--- src/rtl/jk_cmd_pkg.sv ---
// Shared command-bit layout, command word type and sequencer FSM encoding.
// No logic; no latency.
// No flow control.
package jk_cmd_pkg;

    localparam int CMD_SET = 3;
    localparam int CMD_RST = 2;
    localparam int CMD_J   = 1;
    localparam int CMD_K   = 0;

    typedef logic [3:0] cmd_t;

    typedef enum logic [1:0] {
        IDLE  = 2'd0,
        DRIVE = 2'd1,
        GAP   = 2'd2
    } state_t;

endpackage

--- src/rtl/btn_debounce.sv ---
// Synchronises one raw button, debounces it and emits a one-cycle press pulse on each debounced rise.
// Latency: 2 sync + DEBOUNCE_CYCLES cycles from raw edge to press.
// No backpressure: the press pulse is always produced.
module btn_debounce #(
    parameter int DEBOUNCE_CYCLES = 4
) (
    input  logic clk,
    input  logic reset,
    input  logic raw,
    output logic press
);

    localparam int CW = $clog2(DEBOUNCE_CYCLES + 1);

    logic          sync1;
    logic          sync2;
    logic          level;
    logic [CW-1:0] cnt;

    always_ff @(posedge clk or posedge reset) begin
        if (reset) begin
            sync1 <= 1'b0;
            sync2 <= 1'b0;
            level <= 1'b0;
            cnt   <= '0;
            press <= 1'b0;
        end else begin
            sync1 <= raw;
            sync2 <= sync1;
            press <= 1'b0;
            // Any sample matching the current level breaks the run and restarts the count.
            if (sync2 != level) begin
                if (cnt == CW'(DEBOUNCE_CYCLES - 1)) begin
                    level <= sync2;
                    cnt   <= '0;
                    press <= sync2;
                end else begin
                    cnt <= cnt + 1'b1;
                end
            end else begin
                cnt <= '0;
            end
        end
    end

endmodule

--- src/rtl/jk_cmd_sequencer.sv ---
// Turns four raw buttons into queued, fixed-length set/reset/J/K frames for a negedge JK stage.
// Latency: DEBOUNCE_CYCLES+4 cycles from raw rise to frame start when idle; frame period HOLD_CYCLES+1.
// Commands arriving on a full queue are dropped and flagged by sticky overflow.
module jk_cmd_sequencer
    import jk_cmd_pkg::*;
#(
    parameter int DEBOUNCE_CYCLES = 4,
    parameter int FIFO_DEPTH      = 4,
    parameter int HOLD_CYCLES     = 2
) (
    input  logic                          clk,
    input  logic                          reset,
    input  logic                          btn_j,
    input  logic                          btn_k,
    input  logic                          btn_set,
    input  logic                          btn_rst,
    input  logic                          clr_ovf,
    output logic                          jk_set,
    output logic                          jk_reset,
    output logic                          jk_j,
    output logic                          jk_k,
    output logic                          busy,
    output logic [$clog2(FIFO_DEPTH):0]   fifo_count,
    output logic                          overflow
);

    localparam int AW = $clog2(FIFO_DEPTH);
    localparam int CW = AW + 1;
    localparam int HW = $clog2(HOLD_CYCLES + 1);

    logic p_set, p_rst, p_j, p_k;
    cmd_t cmd;

    btn_debounce #(.DEBOUNCE_CYCLES(DEBOUNCE_CYCLES)) u_db_set (.clk(clk), .reset(reset), .raw(btn_set), .press(p_set));
    btn_debounce #(.DEBOUNCE_CYCLES(DEBOUNCE_CYCLES)) u_db_rst (.clk(clk), .reset(reset), .raw(btn_rst), .press(p_rst));
    btn_debounce #(.DEBOUNCE_CYCLES(DEBOUNCE_CYCLES)) u_db_j   (.clk(clk), .reset(reset), .raw(btn_j),   .press(p_j));
    btn_debounce #(.DEBOUNCE_CYCLES(DEBOUNCE_CYCLES)) u_db_k   (.clk(clk), .reset(reset), .raw(btn_k),   .press(p_k));

    // Presses landing in the same cycle merge into one queue entry.
    assign cmd = {p_set, p_rst, p_j, p_k};

    cmd_t          mem [FIFO_DEPTH];
    logic [AW-1:0] wr_ptr;
    logic [AW-1:0] rd_ptr;
    logic [CW-1:0] count;
    logic          pop;
    logic          push;
    logic          drop;

    assign push = (cmd != '0) && ((count < CW'(FIFO_DEPTH)) || pop);
    assign drop = (cmd != '0) && !push;

    always_ff @(posedge clk) begin
        if (push) begin
            mem[wr_ptr] <= cmd;
        end
    end

    always_ff @(posedge clk or posedge reset) begin
        if (reset) begin
            wr_ptr   <= '0;
            rd_ptr   <= '0;
            count    <= '0;
            overflow <= 1'b0;
        end else begin
            if (push) wr_ptr <= wr_ptr + 1'b1;
            if (pop)  rd_ptr <= rd_ptr + 1'b1;
            if (push && !pop)      count <= count + 1'b1;
            else if (pop && !push) count <= count - 1'b1;
            // A drop in the same cycle as a clear wins so no loss goes unreported.
            if (drop)         overflow <= 1'b1;
            else if (clr_ovf) overflow <= 1'b0;
        end
    end

    state_t        state, state_n;
    logic [HW-1:0] hold_cnt, hold_cnt_n;
    cmd_t          out_q, out_n;

    always_ff @(posedge clk or posedge reset) begin
        if (reset) begin
            state    <= IDLE;
            hold_cnt <= '0;
            out_q    <= '0;
        end else begin
            state    <= state_n;
            hold_cnt <= hold_cnt_n;
            out_q    <= out_n;
        end
    end

    always_comb begin
        state_n    = state;
        hold_cnt_n = hold_cnt;
        out_n      = out_q;
        pop        = 1'b0;
        unique case (state)
            IDLE, GAP: begin
                if (count != '0) begin
                    pop        = 1'b1;
                    out_n      = mem[rd_ptr];
                    hold_cnt_n = '0;
                    state_n    = DRIVE;
                end else begin
                    out_n   = '0;
                    state_n = IDLE;
                end
            end
            DRIVE: begin
                if (hold_cnt == HW'(HOLD_CYCLES - 1)) begin
                    out_n   = '0;
                    state_n = GAP;
                end else begin
                    hold_cnt_n = hold_cnt + 1'b1;
                end
            end
            default: begin
                out_n   = '0;
                state_n = IDLE;
            end
        endcase
    end

    assign jk_set     = out_q[CMD_SET];
    assign jk_reset   = out_q[CMD_RST];
    assign jk_j       = out_q[CMD_J];
    assign jk_k       = out_q[CMD_K];
    assign busy       = (state != IDLE);
    assign fifo_count = count;

endmodule
--- config.mk ---
export PLATFORM = sky130hd
export DESIGN_NAME = jk_cmd_sequencer
export DESIGN_NICKNAME = d
export VERILOG_FILES = /design/src/rtl/jk_cmd_pkg.sv /design/src/rtl/btn_debounce.sv /design/src/rtl/jk_cmd_sequencer.sv
export SDC_FILE = /design/constraint.sdc
export NUM_CORES = 1
export LEC_CHECK = 0
export ABC_AREA = 0
export CAP_MARGIN = 0
export CELL_PAD_IN_SITES_DETAIL_PLACEMENT = 1
export CELL_PAD_IN_SITES_GLOBAL_PLACEMENT = 2
export CORE_MARGIN = 2
export CORE_UTILIZATION = 25
export DETAILED_ROUTE_END_ITERATION = 10
export GPL_ROUTABILITY_DRIVEN = 0
export PLACE_DENSITY_LB_ADDON = 0.25
export SYNTH_ARGS = -nofsm -noshare
export SYNTH_HDL_FRONTEND = slang
export SYNTH_SLANG_ARGS = --single-unit
export TNS_END_PERCENT = 1
--- constraint.sdc ---
create_clock -name clk -period 5.1 [get_ports clk]
set_input_delay 0.51 -clock clk [delete_from_list [all_inputs] [get_ports clk]]
set_output_delay 0.51 -clock clk [all_outputs]
set_load 0.02 [all_outputs]
==> reports/qor.csv, run 1 <==
stage;metric;value;unit
synth;flops & latches, synth;60;
synth;post-synthesis instance area;0.00232;sq mm
global_route;GRT Util Overall;8.99;%
cells_and_area;share of cells above drive strength 1;16.2;%
synth;syn_area_per_cell;16.2;sq um
cts;Clock transition at path regs;0.07;ns
power_and_ir_drop;clock power share;24.0;%
floorplanning;core area;0.00911;sq mm
timing;fmax;458;MHz
cells_and_area;design area;0.00277;sq mm
synth;sequential area share after synthesis;68.3;%
detailed_routing;1st-iter DRT viols;29;
worst_setup_path;Worst Path Buf+Inv;2;
cts;PostCTS Resize Cnt;0;
timing;unrepaired setup endpoints after global routing;false;
global_route;initial antenna violation count;0;
global_route;vias in the first global route;1391;
synth;Netlist cell types;25;
cts;clock root cell;clkbuf_8;
status;status;completed;
run;Max Cap Viol;0;
worst_setup_path;CP endpoint kind;register;
floorplanning;DIE AREA;0.0101;sq mm
floorplanning;chip height;100;um
cells_and_area;Final Util;30.4;%
power_and_ir_drop;worst vdd ir;143;uV
cts;post-CTS setup buffers;0;
worst_setup_path;crit-path cells;nor3_1, nor2_1, inv_1, ha_1, inv_1, fa_1, xor2_1, nor2_1, xor2_1;
detailed_routing;antenna-violating nets left;0;
place;placed insts;268;
power_and_ir_drop;Flop pwr share;45.9;%
timing;min cycle time layout;2.18;ns
synth;main combinational cell family by area after synthesis;simple AND/OR/NAND/NOR gates;
synth;post-synthesis xor/xnor area fraction;3.78;%
worst_setup_path;Slowest cell on crit path;dfrtp_1;
global_route;largest net degree at the start of global routing;45;
detailed_routing;routed via count;1224;
global_route;first-pass GRT wire length;6760;um
floorplanning;Top Ports;16;
detailed_routing;DR DRC count;0;
cts;CTS Hold Bufs;0;
place;hpwl dp;2800;um
cells_and_area;# fillers;948;
detailed_routing;TritonRoute pass-1 iters;2;
cts;Clock Sinks;60;
timing;final hold vios;0;
detailed_routing;WL/cell;14.0;um
place;Port Buffers;15;
cells_and_area;Nets;186;
power_and_ir_drop;Sw Share;31.8;%
worst_setup_path;startpoint types;register;
floorplanning;initial core utilization;25.4;%
timing;max-slew violation count;0;
worst_setup_path;Critical Path RT;5.35;ns
power_and_ir_drop;Pwr Density;567;mW/mm^2
min_path;type of the worst min-delay path;register to register;
synth;Simple-Gate Fraction of Synth Area;10.2;%
cts;number of buffers created by CTS;9;
synth;syn_nets;161;
floorplanning;Horiz. Die Dim;100;um
cells_and_area;ant diodes;0;
cts;CTS tree;yes;
cts;Clk Latency, worst-skew pair;0.33;ns
synth;Synth Area in Compound Gates;2.65;%
cts;clock buffer depth;2;
detailed_routing;Routed WL;3980;um
synth;cells after synthesis;143;
cts;CTS H-Tree Depth;3;
cells_and_area;non-filler cells, final;284;
floorplanning;Rows;35;
timing;Final WS setup;2.92;ns
detailed_routing;vias per cell;4.31;
worst_setup_path;CP Class;register to register;
timing;clk_skew;0.0108;ns
power_and_ir_drop;Logic pwr share;30.0;%
timing;Slew Limit Headroom;36.5;%
place;pre-CTS setup slack;2.85;ns
synth;Syn. warnings;0;
cells_and_area;synth-to-layout area growth;19.4;%
global_route;GR Overflow Total;0;
worst_setup_path;worst-path fanout max;7;
power_and_ir_drop;sw power;498;uW
synth;synthesized-area fraction occupied by adder cells;6.26;%
power_and_ir_drop;leakage power;1.17;nW
timing;final setup violation count;0;
power_and_ir_drop;internal power;1.07;mW
timing;Tcrit/Tclk final;42.8;%
synth;post-synthesis mux area share;7.24;%
worst_setup_path;CP peak stage delay;0.44;ns
worst_setup_path;delay-heaviest family, CP;simple AND/OR/NAND/NOR gates;
timing;Worst Tran Pin Value;0.951;ns
place;placed cell area;0.00259;sq mm
timing;setup TNS;0;ns
worst_setup_path;Data arrival, critical path;2.44;ns
metal layers:
metal | vias up | GRT usage, % | wire [um]
li1 | 557 | - | -
met1 | 641 | 10.2 | 1710
met2 | 17 | 14.9 | 2040
met3 | 9 | 2.92 | 137
met4 | 0 | 5.06 | 87
met5 | - | 0 | 0
cell type report:
| cell class | instances | area, sq um | area share (%) |
|---|---|---|---|
| timing repair buffer | 15 | 150 | 5.42 |
| multi-input combinational | 75 | 698 | 25.2 |
| inverter | 7 | 26.3 | 0.949 |
| clock buffer | 14 | 163 | 5.88 |
| clock inverter | 2 | 10.0 | 0.362 |
| tap | 111 | 139 | 5.02 |
| sequential | 60 | 1580 | 57.1 |
registers in the layout, summed over array words and instances (netlist names), 2 cells and up:
name          flops
mem              16
out_q             4
fifo_count        3
u_db_j.cnt        3
u_db_k.cnt        3
u_db_rst.cnt      3
u_db_set.cnt      3
hold_cnt          2
rd_ptr            2
state             2
wr_ptr            2
power by group through the flow:
stage          Combinational (mW)  Clock, mW  Sequential, mW
2_1_floorplan               0.324          0           0.727
3_3_place_gp                0.451          0           0.721
3_5_place_dp                0.481          0           0.734
4_1_cts                     0.484      0.394           0.725
5_1_grt                     0.524      0.417           0.743
6_report                    0.471      0.377           0.720
cells in the final DEF, fill, tap and decap left out, types with 3 or more instances in the layout:
| master | count |
|---|---|
| clkbuf_1 | 3 |
| clkdlybuf4s50_1 | 15 |
| xor2_1 | 4 |
| and2_1 | 4 |
| mux4_2 | 4 |
| inv_1 | 6 |
| a22o_1 | 4 |
| and3b_1 | 5 |
| nor3_1 | 5 |
| nor3b_1 | 8 |
| mux2_2 | 6 |
| clkbuf_8 | 11 |
| xnor2_1 | 6 |
| dfrtp_1 | 44 |
| edfxtp_1 | 16 |
| nor2b_1 | 6 |
| ha_1 | 10 |
path summary, 6_finish.rpt:
check,startpoint,endpoint,slack [ns],cells past startpoint
setup reg to reg,fifo_count[0],fifo_count[2],2.92,9
hold reg to reg,u_db_set.sync1,u_db_set.sync2,0.35,0
setup / recovery,fifo_count[0],fifo_count[2],2.92,9
hold / removal,u_db_set.sync1,u_db_set.sync2,0.35,0
min in group asynchronous,reset,u_db_j.sync1,0.72,2
max in group asynchronous,reset,u_db_rst.press,3.79,2
cells in the mapped netlist:
cell type / number / share of area [%]
mux2_2: 6 / 2.9
and3b_1: 5 / 1.9
nor3b_1: 8 / 2.6
xor2_1: 4 / 1.5
nor4_2: 1 / 0.54
ha_1: 10 / 5.4
edfxtp_1: 16 / 21
o21ai_0: 1 / 0.22
inv_1: 7 / 1.1
nor2b_1: 6 / 1.6
a21oi_2: 1 / 0.38
mux4_2: 4 / 3.9
fa_1: 1 / 0.86
nor2_1: 2 / 0.32
nor3_1: 5 / 1.1
a22o_1: 4 / 1.5
xnor2_1: 6 / 2.3
or3b_4: 1 / 0.49
o22ai_1: 2 / 0.54
buf_6: 1 / 0.49
mux2i_1: 1 / 0.43
dfrtp_1: 44 / 48
and2_1: 4 / 1.1
nand2_1: 2 / 0.32
or2_2: 1 / 0.27
cell families after synthesis:
| kind of cell | Yosys count |
|---|---|
| flip-flops | 60 |
| XOR/XNOR | 10 |
| AND/OR/NAND/NOR | 35 |
| multiplexers | 11 |
| adder cells (fa/ha/maj) | 11 |
| AO/OA/AOI/OAI | 8 |
| buffers and inverters | 8 |
metrics by stage:
step / power [mW] / hold WS (ns)
after global routing: 1.68 / 0.356
final: 1.57 / 0.349
after floorplan: 1.05 / 0.331
after global placement: 1.17 / 0.334
after detailed placement: 1.22 / 0.339
after CTS: 1.60 / 0.353
Power figures use the tool's default switching activity.
==> inputs of run 2 (changes only) <==
clock period = 2.28 ns   (was 5.1 ns; I/O delays follow)
==> run 2 against run 1 <==
Against the previous run: hold slack worse by 0.011 ns; via count is 0.57% lower; routed wire length is 0.53% higher; fmax is 7.0% higher; clock power is 130% higher.
==> reports/qor.csv, run 2 (synthesized netlist as in run 1, its figures left out) <==
stage;metric;value;unit;change
status;status;completed;;
global_route;initial antenna violation count;0;;unchanged
cells_and_area;max reg flops;16;;unchanged
cells_and_area;share of cells above drive strength 1;17.2;%;+1.1 points
place;Port Buffers;15;;unchanged
floorplanning;core area;0.00911;sq mm;unchanged
cts;number of buffers created by CTS;9;;unchanged
cts;CTS tree;yes;;
worst_setup_path;CP Class;register to register;;
cells_and_area;largest registers;mem x16, out_q x4;;
timing;Tcrit/Tclk final;89.5;%;+47 points
detailed_routing;routed via count;1217;;-0.57%
min_path;Hold Crit Depth;1;;+1
cells_and_area;largest reg by FF count;mem;;
global_route;GR Overflow Total;0;;unchanged
timing;final setup violation count;0;;unchanged
timing;max-slew violation count;0;;unchanged
timing;min cycle time layout;2.04;ns;-0.143 ns
worst_setup_path;worst-path fanout max;7;;unchanged
detailed_routing;DR DRC count;0;;unchanged
place;hpwl dp;2830;um;+1.1%
global_route;vias in the first global route;1388;;-0.22%
global_route;first-pass GRT wire length;6930;um;+2.5%
cts;CTS H-Tree Depth;3;;unchanged
cells_and_area;# fillers;976;;+3.0%
cts;clock buffer depth;2;;unchanged
floorplanning;initial core utilization;25.4;%;unchanged
detailed_routing;antenna-violating nets left;0;;unchanged
cts;Clock Sinks;60;;unchanged
cts;Clock transition at path regs;0.07;ns;about the same
timing;fmax;490;MHz;+7.0%
floorplanning;Rows;35;;unchanged
cells_and_area;synth-to-layout area growth;20.4;%;
cells_and_area;commonest non-fill, non-tap cell in the layout;dfrtp_1;;
detailed_routing;1st-iter DRT viols;47;;+62%
worst_setup_path;startpoint types;register;;
cts;Clk Latency, worst-skew pair;0.33;ns;about the same
timing;unrepaired setup endpoints after global routing;false;;
detailed_routing;Routed WL;4000;um;+0.53%
cells_and_area;most frequent cells in the layout;44 x dfrtp_1, 16 x edfxtp_1, 15 x clkdlybuf4s50_1;;
detailed_routing;WL/cell;14.0;um;+0.17%
global_route;largest net degree at the start of global routing;45;;unchanged
cells_and_area;Final Util;30.6;%;+0.25 points
power_and_ir_drop;worst vdd ir;351;uV;+140%
min_path;type of the worst min-delay path;input port to register;;
place;placed cell area;0.00261;sq mm;+0.58%
worst_setup_path;Data arrival, critical path;2.26;ns;-0.18 ns
run;Max Cap Viol;0;;unchanged
cells_and_area;design area;0.00279;sq mm;+0.81%
global_route;GRT Util Overall;9.30;%;+0.31 points
power_and_ir_drop;Pwr Density;1280;mW/mm^2;+130%
timing;final hold vios;0;;unchanged
power_and_ir_drop;leakage power;1.18;nW;+0.94%
cts;post-CTS setup buffers;0;;unchanged
worst_setup_path;Critical Path RT;2.50;ns;-2.85 ns
worst_setup_path;CP endpoint kind;register;;
worst_setup_path;FF-to-FF path depth;6;;-3
cells_and_area;ant diodes;0;;unchanged
floorplanning;Top Ports;16;;unchanged
floorplanning;chip height;100;um;unchanged
timing;clk_skew;0.00772;ns;-0.00312 ns
floorplanning;Horiz. Die Dim;100;um;unchanged
cells_and_area;Nets;188;;+1.1%
floorplanning;DIE AREA;0.0101;sq mm;unchanged
detailed_routing;TritonRoute pass-1 iters;4;;+2
timing;Slew Limit Headroom;60.6;%;+24 points
cts;clock root cell;clkbuf_8;;
timing;setup TNS;0;ns;unchanged
detailed_routing;vias per cell;4.27;;-0.92%
timing;Worst Tran Pin Value;0.591;ns;-0.359 ns
run 2: cell count changes in the layout (fill, tap and decap cells not counted), sizes merged:
cell    delta
clkinv     +1
bufinv     +1
buf        +2
clkbuf     -3
run 2: path summary, 6_finish.rpt:
kind / start / endpoint / slack [ns]
max: u_db_j.press / fifo_count[1] / 0.24
min: btn_k / u_db_k.sync1 / 0.34
max reg2reg: u_db_j.press / fifo_count[1] / 0.24
min reg2reg: u_db_j.sync1 / u_db_j.sync2 / 0.35
max in group asynchronous: reset / u_db_rst.level / 1.51
min in group asynchronous: reset / u_db_rst.sync1 / 0.38
run 2: per-stage QoR:
| step | hold WS [ns] | power, mW | worst slack (ns) | std cells |
|---|---|---|---|---|
| finish | 0.338 | 3.57 | 0.238 | 285 |
| global route | 0.320 | 3.84 | 0.106 | 285 |
| CTS | 0.320 | 3.65 | 0.197 | 285 |
| detailed placement | 0.336 | 2.74 | 0.217 | 270 |
| global placement | 0.334 | 2.63 | 0.303 | 270 |
| floorplan | 0.259 | 2.35 | 0.226 | 143 |
run 2: area by class of cell:
cell class | instances | area (sq um) | share of cell area [%]
Inverter | 7 | 26.3 | 0.942
Timing Repair Buffer | 17 | 165 | 5.92
Clock inverter | 4 | 43.8 | 1.57
Tap cell | 111 | 139 | 4.98
Sequential cell | 60 | 1580 | 56.7
Multi-Input combinational cell | 75 | 703 | 25.2
Clock buffer | 11 | 131 | 4.71
run 2: worst max-delay path: stages, from the launching register on:
cell     delay [ns]
dfrtp_1        0.43
nor4_2         0.38
a21oi_2        0.13
ha_1           0.24
inv_1          0.08
fa_1           0.42
mux2_2         0.27
run 2: metal layers:
metal / up-vias / track usage (%) / part of all wire (%)
li1: 560 / - / -
met1: 629 / 10.3 / 42
met2: 18 / 15.4 / 52
met3: 10 / 2.92 / 3.1
met4: 0 / 6.01 / 2.4
met5: - / 0 / 0
run 2: what timing repair did:
item                       4_1_cts  5_1_grt
gates resized for setup          0        1
setup endpoints to repair        0        1
hold buffers                     0        0
run 2: power by group:
part	total (mW)	internal [mW]	switching, mW	leakage [nW]
logic	1.07	0.585	0.485	0.388
registers	1.62	1.37	0.244	0.701
clock network	0.885	0.492	0.393	0.0906
total	3.57	2.45	1.12	1.18
==> inputs of run 3 (changes only) <==
CORE_MARGIN = not set   (was 2)
==> run 3 against run 2 <==
Against the previous run: register-to-register slack got worse by 0.03 ns; routed wire length fell by 1.3%; core utilization up 0.83 points; hold slack gained 0.00052 ns; die area fell by 3.9%.
==> reports/qor.csv, run 3 (synthesized netlist as in run 1, its figures left out) <==
stage;metric;value;unit;change
global_route;initial antenna violation count;0;;unchanged
worst_setup_path;CP endpoint kind;register;;
power_and_ir_drop;leakage power;1.18;nW;about the same
detailed_routing;TritonRoute pass-1 iters;4;;unchanged
floorplanning;Rows;34;;-2.9%
detailed_routing;antenna-violating nets left;0;;unchanged
cells_and_area;most frequent cells in the layout;44 x dfrtp_1, 16 x edfxtp_1, 15 x clkdlybuf4s50_1;;
cts;CTS H-Tree Depth;3;;unchanged
worst_setup_path;Worst Setup SP;fifo_count[0];;
cells_and_area;largest registers;mem x16, out_q x4;;
place;placed insts;269;;-0.37%
power_and_ir_drop;worst vdd ir;399;uV;+14%
cells_and_area;largest reg by FF count;mem;;
worst_setup_path;R2R Setup Slk;0.21;ns;-0.03 ns
run;Max Cap Viol;0;;unchanged
status;status;completed;;
timing;unrepaired setup endpoints after global routing;false;;
global_route;GRT Util Overall;10.0;%;+0.73 points
cells_and_area;ant diodes;0;;unchanged
timing;fmax;482;MHz;-1.6%
detailed_routing;Routed WL;3950;um;-1.3%
cells_and_area;area of the multi-input gates;698;sq um;-0.71%
detailed_routing;1st-iter DRT viols;40;;-15%
cells_and_area;# fillers;935;;-4.2%
timing;Tcrit/Tclk final;91.0;%;+1.4 points
min_path;Hold Startpoint;btn_rst;;
timing;Slew Limit Headroom;28.6;%;-32 points
timing;clk_skew;0.00634;ns;-0.00138 ns
timing;Worst Tran Pin Value;1.06;ns;+0.472 ns
power_and_ir_drop;Logic pwr share;31.2;%;+1.3 points
worst_setup_path;FF-to-FF path depth;9;;+3
cts;CTS Hold Bufs;0;;unchanged
cells_and_area;commonest non-fill, non-tap cell in the layout;dfrtp_1;;
floorplanning;Top Ports;16;;unchanged
worst_setup_path;Data arrival, critical path;2.33;ns;+0.07 ns
timing;setup TNS;0;ns;unchanged
power_and_ir_drop;Tot Pwr;3.51;mW;-1.8%
cells_and_area;Nets;190;;+1.1%
place;pre-CTS setup slack;0.224;ns;+0.00689 ns
floorplanning;DIE AREA;0.00966;sq mm;-3.9%
detailed_routing;routed via count;1204;;-1.1%
cts;clock buffer depth;2;;unchanged
cts;CTS tree;yes;;
timing;max-slew violation count;0;;unchanged
cts;post-CTS setup buffers;0;;unchanged
global_route;largest net degree at the start of global routing;31;;-31%
worst_setup_path;startpoint types;register;;
cells_and_area;non-filler cells, final;285;;unchanged
cells_and_area;share of cells above drive strength 1;16.9;%;-0.29 points
timing;final setup violation count;0;;unchanged
power_and_ir_drop;clock power share;23.1;%;-1.7 points
cells_and_area;max reg flops;16;;unchanged
detailed_routing;DR DRC count;0;;unchanged
worst_setup_path;CP Class;register to register;;
cts;clock root cell;clkbuf_8;;
detailed_routing;vias per cell;4.22;;-1.1%
place;hpwl dp;2850;um;+0.85%
worst_setup_path;Critical Path RT;2.53;ns;+0.03 ns
cts;Clk Latency, worst-skew pair;0.32;ns;about the same
cts;PostCTS Resize Cnt;0;;unchanged
floorplanning;chip height;98.3;um;-2.0%
timing;min cycle time layout;2.07;ns;+0.0327 ns
floorplanning;initial core utilization;26.2;%;+0.75 points
power_and_ir_drop;sw power;1.11;mW;-0.74%
worst_setup_path;reg-to-reg endpoint;fifo_count[2];;
global_route;vias in the first global route;1387;;-0.072%
worst_setup_path;CP peak stage delay;0.44;ns;about the same
cts;Clock transition at path regs;0.07;ns;about the same
cells_and_area;synth-to-layout area growth;20.1;%;
detailed_routing;WL/cell;13.9;um;-1.3%
worst_setup_path;reg2reg start;fifo_count[0];;
place;Port Buffers;15;;unchanged
timing;Final WS setup;0.206;ns;-0.0327 ns
cells_and_area;Storage cell area;0.00158;sq mm;unchanged
min_path;Hold Crit Depth;1;;unchanged
power_and_ir_drop;Pwr Density;1260;mW/mm^2;-1.6%
worst_setup_path;worst-path fanout max;4;;-3
cts;Clock Sinks;60;;unchanged
power_and_ir_drop;Sw Share;31.8;%;+0.35 points
cts;number of buffers created by CTS;9;;unchanged
worst_setup_path;Slowest cell on crit path;dfrtp_1;;
worst_setup_path;crit-path cells;nor3_1, nor2_1, inv_1, ha_1, inv_1, fa_1, xor2_1, nor2_1, xor2_1;;
global_route;first-pass GRT wire length;7080;um;+2.2%
global_route;GR Overflow Total;0;;unchanged
floorplanning;core area;0.00885;sq mm;-2.9%
power_and_ir_drop;internal power;2.39;mW;-2.3%
power_and_ir_drop;Flop pwr share;45.7;%;+0.4 points
floorplanning;Horiz. Die Dim;98.3;um;-2.0%
min_path;hold worst-path end;u_db_rst.sync1;;
timing;final hold vios;0;;unchanged
min_path;type of the worst min-delay path;input port to register;;
-- run 3: cell types whose count changed in the layout (fill, tap and decap cells not counted), sizes merged --
cell	before	now
buf	2	4
bufinv	1	0
clkbuf	11	14
inv	7	6
-- run 3: how the worst max path moves through the flow --
stage	end	cells after the start
2_1_floorplan	fifo_count[1]	7
3_3_place_gp	fifo_count[2]	9
3_5_place_dp	fifo_count[2]	9
4_1_cts	fifo_count[2]	9
5_1_grt	fifo_count[2]	9
6_report	fifo_count[2]	9
-- run 3: power groups by stage --
| stage | Clock, mW | Sequential [mW] | Combinational [mW] |
|---|---|---|---|
| floorplan | 0 | 1.63 | 0.725 |
| global placement | 0 | 1.60 | 1.05 |
| detailed placement | 0 | 1.63 | 1.12 |
| CTS | 0.842 | 1.61 | 1.12 |
| global route | 0.900 | 1.65 | 1.25 |
| finish | 0.809 | 1.60 | 1.09 |
-- run 3: per-stage QoR --
stage	hold slack [ns]	area (sq um)	util (%)
after floorplan	0.259	2320	-
after global placement	0.334	2620	29.6
after detailed placement	0.339	2620	29.6
after CTS	0.324	2780	31.5
after global routing	0.314	2780	31.5
final	0.339	2780	31.5
-- run 3: cell type report --
class / count / area share, %
Sequential cell: 60 / 56.8
Multi-Input combinational cell: 75 / 25.1
Timing Repair Buffer: 19 / 6.47
Clock buffer: 14 / 5.48
Tap cell: 108 / 4.85
Inverter: 7 / 0.944
Clock inverter: 2 / 0.360
-- run 3: critical path, delay by kind of cell, from the launching register on --
family,cells,cell delay [ns]
xor gates and xnor gates,2,0.30
DFF,1,0.44
buffers and inverters,2,0.13
and+or+nand+nor,3,0.57
adders and majority gates,2,0.56
-- run 3: layer usage --
metal,vias to the layer above,GRT usage [%],share of wire [%]
li1,566,-,-
met4,0,5.17,1.9
met3,6,3.72,3.8
met1,613,10.9,43
met2,19,17.1,51
met5,-,0,0
